--- src/rtl/bit_serial.sv ---
// Bit-serial accumulator machine. Each instruction takes 10 cycles:
// FETCH (1), EXEC (8, one bit per cycle, LSB first) and DONE (1).
// The external program counter advances on the DONE pulse.
module bit_serial (
  input  logic       i_clk,
  input  logic       i_rst,
  input  logic [2:0] i_data_instruction,
  input  logic [7:0] i_data_switch,
  input  logic       i_start,
  output logic       o_con_pcincr,
  output logic [7:0] o_data_display
);

  localparam logic [2:0] OP_LDA  = 3'b000;
  localparam logic [2:0] OP_LDB  = 3'b001;
  localparam logic [2:0] OP_ADD  = 3'b010;
  localparam logic [2:0] OP_SUB  = 3'b011;
  localparam logic [2:0] OP_AND  = 3'b100;
  localparam logic [2:0] OP_XOR  = 3'b101;
  localparam logic [2:0] OP_OUT  = 3'b110;
  localparam logic [2:0] OP_HALT = 3'b111;

  typedef enum logic [1:0] {IDLE, FETCH, EXEC, DONE} state_t;

  state_t     state_reg, state_next;
  logic [7:0] a_reg, b_reg, s_reg, d_reg;
  logic [2:0] ir_reg, cnt_reg;
  logic       c_reg;

  logic       a_bit, b_bit, b_eff, s_bit;
  logic       a_in, b_in, c_next;
  logic [7:0] a_next, b_next;

  // Right shift with the new result bit entering at the MSB.
  assign a_next[7] = a_in;
  assign b_next[7] = b_in;
  generate
    for (genvar gi = 0; gi < 7; gi++) begin : g_shift
      assign a_next[gi] = a_reg[gi+1];
      assign b_next[gi] = b_reg[gi+1];
    end
  endgenerate

  // Next-state logic: EXEC runs until the bit counter reaches 7.
  always_comb begin
    state_next = state_reg;
    case (state_reg)
      IDLE:    if (i_start) state_next = FETCH;
      FETCH:   state_next = EXEC;
      EXEC:    if (cnt_reg == 3'd7) state_next = DONE;
      DONE:    state_next = (ir_reg == OP_HALT) ? IDLE : FETCH;
      default: state_next = IDLE;
    endcase
  end

  // One-bit ALU slice; SUB reuses the adder with B inverted and carry-in 1.
  always_comb begin
    a_bit  = a_reg[0];
    b_bit  = b_reg[0];
    s_bit  = s_reg[cnt_reg];
    b_eff  = (ir_reg == OP_SUB) ? ~b_bit : b_bit;
    a_in   = a_bit;
    b_in   = b_bit;
    c_next = c_reg;
    case (ir_reg)
      OP_LDA: a_in = s_bit;
      OP_LDB: b_in = s_bit;
      OP_ADD, OP_SUB: begin
        a_in   = a_bit ^ b_eff ^ c_reg;
        c_next = (a_bit & b_eff) | (a_bit & c_reg) | (b_eff & c_reg);
      end
      OP_AND: a_in = a_bit & b_bit;
      OP_XOR: a_in = a_bit ^ b_bit;
      default: ;
    endcase
  end

  // State register.
  always_ff @(posedge i_clk) begin
    if (i_rst) state_reg <= IDLE;
    else       state_reg <= state_next;
  end

  // Datapath: capture operands in FETCH, shift one bit per EXEC cycle.
  always_ff @(posedge i_clk) begin
    if (i_rst) begin
      a_reg   <= 8'h00;
      b_reg   <= 8'h00;
      s_reg   <= 8'h00;
      d_reg   <= 8'h00;
      ir_reg  <= 3'd0;
      cnt_reg <= 3'd0;
      c_reg   <= 1'b0;
    end else begin
      case (state_reg)
        FETCH: begin
          ir_reg  <= i_data_instruction;
          s_reg   <= i_data_switch;
          cnt_reg <= 3'd0;
          c_reg   <= (i_data_instruction == OP_SUB);
        end
        EXEC: begin
          a_reg   <= a_next;
          b_reg   <= b_next;
          c_reg   <= c_next;
          cnt_reg <= cnt_reg + 3'd1;
          // After the eighth rotation A is back in its original order.
          if (ir_reg == OP_OUT && cnt_reg == 3'd7) d_reg <= a_next;
        end
        default: ;
      endcase
    end
  end

  assign o_con_pcincr   = (state_reg == DONE);
  assign o_data_display = d_reg;

endmodule

--- config.mk ---
export PLATFORM = sky130hd
export DESIGN_NAME = bit_serial
export DESIGN_NICKNAME = d
export VERILOG_FILES = /design/src/rtl/bit_serial.sv
export SDC_FILE = /design/constraint.sdc
export NUM_CORES = 1
export LEC_CHECK = 0
export ABC_AREA = 1
export ABC_CLOCK_PERIOD_IN_PS = 5100
export CORE_MARGIN = 10
export CORE_UTILIZATION = 58
export CTS_CLUSTER_SIZE = 28
export DETAILED_ROUTE_END_ITERATION = 7
export PLACE_DENSITY = 0.83
export SYNTH_ARGS = -nofsm -noshare
export SYNTH_HDL_FRONTEND = slang
export SYNTH_SLANG_ARGS = --single-unit
--- constraint.sdc ---
create_clock -name i_clk -period 5.1 [get_ports i_clk]
set_input_delay 0.765 -clock i_clk [delete_from_list [all_inputs] [get_ports i_clk]]
set_output_delay 0.765 -clock i_clk [all_outputs]
set_load 0.03 [all_outputs]
==> impl_metrics.yaml, run 1 <==
cts:
  clock-sinks: 41
  clockRootBuffer: "clkbuf_4"
  cts_max_level: 2
  cts_resized: 0
  tritoncts: "yes"
  numCtsBuffers: 5
  clk_path_buf_depth: 2
  postCtsHoldBufs: 0
  clk_pin_slew_ps: 120
  post-cts-setup-buffers: 0
  clk_latency_ps: 360
global_routing:
  grtUsageTotal_pct: 13.8
  grt_pass1_wl_um: 6180
  grt-ovfl-total: 0
  grt_max_degree: 37
  grt_pass1_vias: 1463
  antenna_found_initial: 0
sta:
  fmax_ghz: 0.415
  finalSetupTns_ps: 0
  fin_ws_ps: 2690
  fin_crit_ps: 2410
  grt_setup_unrepaired: "false"
  max_slew.worst_pin.slew_ps: 841
  setup_viol: 0
  clock_skew_ps: 16.7
  timing.slew.headroom_pct: 43.9
  fin_crit_sh_pct: 47.2
  slew_violations: 0
  hold_viol: 0
worst_setup_path:
  cp_cell_sequence: "ha_1, clkdlybuf4s50_1"
  path_delay_family: "buffers and inverters"
  crit_end: "o_con_pcincr"
  cp.buffers_inverters: 1
  rr_endpoint: "state_reg[1]"
  required_ps: 4340
  rrSetupSlack_ps: 3030
  critPathLaunchType: "flop"
  crit_type: "reg2out"
  reg2reg_depth: 6
  worst-path-stages: 2
  cp_slowest_cell: "clkdlybuf4s50_1"
  end_kind: "output port"
  slowest_delay_ps: 690
  worstPathArrival_ps: 1640
  r2r_start: "state_reg[0]"
  crit_path_start: "state_reg[0]"
  path_max_fanout: 5
synthesis:
  ys_seq_elements: 41
  synthesis.area_mm2: 0.00179
  yosysTopAreaCellShare_pct: 46.0
  synth_fp_nets: 253
  synth_area_leaders: "dfxtp_1, o21ai_0, nor2_1"
  yosysSeqAreaShare_pct: 46.0
  synth_cells: 231
  yosysWarnings: 0
  synth.avg_cell_area_um2: 7.73
  synth.distinct_cells: 26
  yosysTopAreaCell: "dfxtp_1"
floorplanning:
  floorplan.initialDensity_pct: 59.5
  die_y_um: 75.5
  die_area_mm2: 0.00570
  die_w_um: 75.5
  core_area_mm2: 0.00300
  num_rows: 20
  pin_count: 23
placed_design:
  placed_cell_area_mm2: 0.00200
  numPortBuffers: 22
  hpwl_um: 2450
  post-place-cells: 277
  place_ws_ps: 2720
  gp_congestion: 0.782
layout:
  drive_above_1_share_pct: 7.94
  instances_no_fill: 285
  final_area_mm2: 0.00206
  syn_to_final_growth_pct: 15.2
  fin_nets: 273
  n_antenna_cell: 0
detailed_routing:
  drtAntennaViolNets: 0
  drt_iter0_drc: 133
  dr_total_vias: 1521
  drc: 0
  wirelength_um: 3520
  drt-pass1-iter-count: 4
  wl_per_cell_um: 12.3
  vias_per_cell: 5.34
power_and_ir_drop:
  ir_worst_vdd_uv: 273
  cellPowerDensity_mw_per_mm2: 457
  power.leakage_uw: 0.000901
  p_total_uw: 940
hold_path:
  hold_class: "reg2reg"
job:
  cap_viol_max_count: 0
status:
  status: "finished, final reports clean"
## worst register-to-register path, delay by kind of cell (launching register included)
family                     cells  cell delay (ps)
adders and majority gates      1              710
AOI/OAI and AO/OA              3              540
buffers and inverters          2              400
DFF                            1              360
## cell usage in the layout, fill, tap and decap left out, drive strengths merged, types with 2 or more instances in the layout
cell type       n
nand2          17
a21oi          21
nand3          16
ha              7
nand4           2
dfxtp          41
clkinv          2
clkdlybuf4s50  22
inv            27
clkbuf          5
o21ai          39
nor2           44
## layer usage
layer  share of wire, %  track usage [%]
met4                1.8             5.98
met5                  0                0
met1                 45             16.3
met2                 47             22.2
met3                6.3             4.82
## final cells by class
class / instances / area, um^2
Multi-Input combinational cell: 154 / 818
Clock buffer: 5 / 37.5
Clock inverter: 3 / 17.5
Tap cell: 33 / 41.3
Timing Repair Buffer: 22 / 220
Fill cell: 256 / 946
Sequential cell: 41 / 821
Inverter: 27 / 101
## Yosys cell counts (all sizes together)
cell type,number
nand4,2
buf,6
ha,7
a211oi,1
inv,27
nand2,17
and3,1
nor3,1
o22ai,1
a21oi,21
a31oi,1
nand3,16
nor2,44
xor2,1
o21ai,39
clkbuf,3
fa,1
dfxtp,41
o21bai,1
## logic make-up after synthesis
family | synth area share, %
adders and majority gates | 6.03
and+or+nand+nor | 20.6
AOI/OAI and AO/OA | 18.7
buffers and inverters | 8.20
xor gates and xnor gates | 0.491
DFF | 46.0
## where the power goes
| part | internal (uW) | switching [uW] |
|---|---|---|
| logic | 110 | 191 |
| registers | 414 | 65.9 |
| clock network | 52.0 | 107 |
## worst min path at each step
| stage | start | end | cells past startpoint |
|---|---|---|---|
| after floorplan | s_reg[5] | s_reg[5] | 2 |
| after global placement | s_reg[2] | s_reg[2] | 2 |
| after detailed placement | s_reg[2] | s_reg[2] | 2 |
| after CTS | s_reg[2] | s_reg[2] | 2 |
| after global routing | s_reg[5] | s_reg[5] | 2 |
| final | s_reg[2] | s_reg[2] | 2 |
## metrics by stage
| step | util (%) | hold WS [ps] |
|---|---|---|
| floorplan | - | 429 |
| global placement | 66.7 | 445 |
| detailed placement | 66.7 | 449 |
| global route | 68.5 | 492 |
| finish | 68.5 | 467 |
| CTS | 68.5 | 467 |
(Power assumes the default switching activity.)
==> inputs of run 2 (changes only) <==
ABC_CLOCK_PERIOD_IN_PS = 2050   (was 5100)
CORE_UTILIZATION = 48   (was 58)
PLACE_DENSITY = 0.74   (was 0.83)
clock period = 2.05 ns   (was 5.1 ns; I/O delays follow)
==> run 2 against run 1 <==
Compared with the run above:
- cell area increased by 6.1%
- critical endpoint unchanged
- hold slack got worse by 13 ps
- routed wire length increased by 2.7%
- highest routed layer unchanged
- register-to-register slack got worse by 2800 ps
- clock power increased to 4.2 times the previous value
- die area increased by 15%
- clock-buffer cell count increased by 2
==> impl_metrics.yaml, run 2 (same netlist as run 1, synthesis figures left out) <==
layout:
  layout_commonest_cell: "nor2_1"
  n_antenna_cell: 0
  final_cell_mix: "nor2_1, dfxtp_1, o21ai_0"
  syn_to_final_growth_pct: 22.2
  drive_above_1_share_pct: 9.69
  fin_nets: 279
sta:
  clock_skew_ps: 3.91
  fin_ws_ps: 190
  max_slew.worst_pin.slew_ps: 310
  slew_violations: 0
  grt_setup_unrepaired: "false"
  timing.slew.headroom_pct: 79.3
  fin_crit_ps: 1860
  fin_crit_sh_pct: 90.7
  worst_hold_slack_ps: 454
  setup_viol: 0
  fmax_ghz: 0.538
  hold_viol: 0
  finalSetupTns_ps: 0
power_and_ir_drop:
  power.leakage_uw: 0.000958
  clkPwrFrac_pct: 25.0
  ir_worst_vdd_uv: 751
  p_seq_share_pct: 44.7
  combPwrFrac_pct: 30.4
  switching_share_pct: 34.5
  cellPowerDensity_mw_per_mm2: 1220
  p_int_uw: 1740
  power_switching_uw: 917
detailed_routing:
  dr_total_vias: 1533
  drt-pass1-iter-count: 4
  drc: 0
  wirelength_um: 3610
  drtAntennaViolNets: 0
  vias_per_cell: 5.01
  wl_per_cell_um: 11.8
  drt_iter0_drc: 115
placed_design:
  gp_congestion: 0.840
  place_ws_ps: 269
  hpwl_um: 2600
  numPortBuffers: 22
cts:
  clock-sinks: 41
  clockRootBuffer: "clkbuf_8"
  cts_max_level: 2
  numCtsBuffers: 5
  post-cts-setup-buffers: 0
  clk_latency_ps: 290
  postCtsHoldBufs: 0
  clk_path_buf_depth: 2
  tritoncts: "yes"
  cts_resized: 0
  clk_pin_slew_ps: 70
global_routing:
  grt-ovfl-total: 0
  grt_pass1_wl_um: 6530
  antenna_found_initial: 0
  grt_pass1_vias: 1421
  grtUsageTotal_pct: 12.3
  grt_max_degree: 23
floorplanning:
  num_rows: 22
  die_area_mm2: 0.00656
  die_y_um: 81.0
  core_area_mm2: 0.00363
  floorplan.initialDensity_pct: 49.1
  die_w_um: 81.0
  pin_count: 23
worst_setup_path:
  cp_cell_sequence: "ha_1, clkdlybuf4s50_1"
  crit_type: "reg2out"
  cp_slowest_cell: "clkdlybuf4s50_1"
  path_max_fanout: 5
  critPathLaunchType: "flop"
  end_kind: "output port"
  rrSetupSlack_ps: 260
  required_ps: 1740
  worstPathArrival_ps: 1550
  slowest_delay_ps: 670
status:
  status: "finished, final reports clean"
job:
  cap_viol_max_count: 0
hold_path:
  hold_class: "reg2reg"
## run 2: cell count changes in the layout (fill, tap and decap cells not counted), sizes merged
cell      previous run  this run
clkinvlp             1         0
clkinv               2         0
buf                  0         6
clkbuf               5         7
bufinv               0         1
## run 2: area by class of cell
type | instances | area (um^2)
clock buffers | 7 | 86.3
clock inverters | 1 | 30.0
fillers | 338 | 1450
inverters | 27 | 101
multi-input cells | 154 | 818
flip-flops and latches | 41 | 821
well taps | 48 | 60.1
repair buffers | 28 | 265
## run 2: metrics by stage
| stage | power (uW) | instances | cell area (um^2) | utilization, % |
|---|---|---|---|---|
| after floorplan | 1790 | 231 | 1790 | - |
| after global placement | 1990 | 298 | 2070 | 56.9 |
| after detailed placement | 2000 | 298 | 2070 | 56.9 |
| after CTS | 2670 | 306 | 2180 | 60.1 |
| after global routing | 2880 | 306 | 2180 | 60.1 |
| final | 2650 | 306 | 2180 | 60.1 |
## run 2: metal layers
metal  vias up  wire [um]  part of all wire [%]  global-route usage [%]
li1        809          -                     -                       -
met3         6        229                   6.3                    3.64
met4         0         73                   2.0                    5.19
met5         -          0                     0                       0
met2        35       1630                    45                    19.2
met1       683       1680                    46                    15.5
## run 2: worst max-delay path: cells and delay by family, from the launching register on
family                   cells  cell delay, ps
buffers and inverters        1             670
flip-flops                   1             400
adder cells (fa/ha/maj)      1             190
## run 2: final timing paths
path,from,endpoint,cells past startpoint
hold / removal,s_reg[5],s_reg[5],2
setup reg to reg,ir_reg[1],a_reg[7],9
hold reg to reg,s_reg[5],s_reg[5],2
setup / recovery,state_reg[0],o_con_pcincr,2
## run 2: power by group through the flow
stage	Clock (uW)	Combinational (uW)	Sequential [uW]
6_report	663	806	1190
3_3_place_gp	0	792	1190
2_1_floorplan	0	620	1170
4_1_cts	679	810	1180
5_1_grt	708	952	1220
3_5_place_dp	0	803	1200
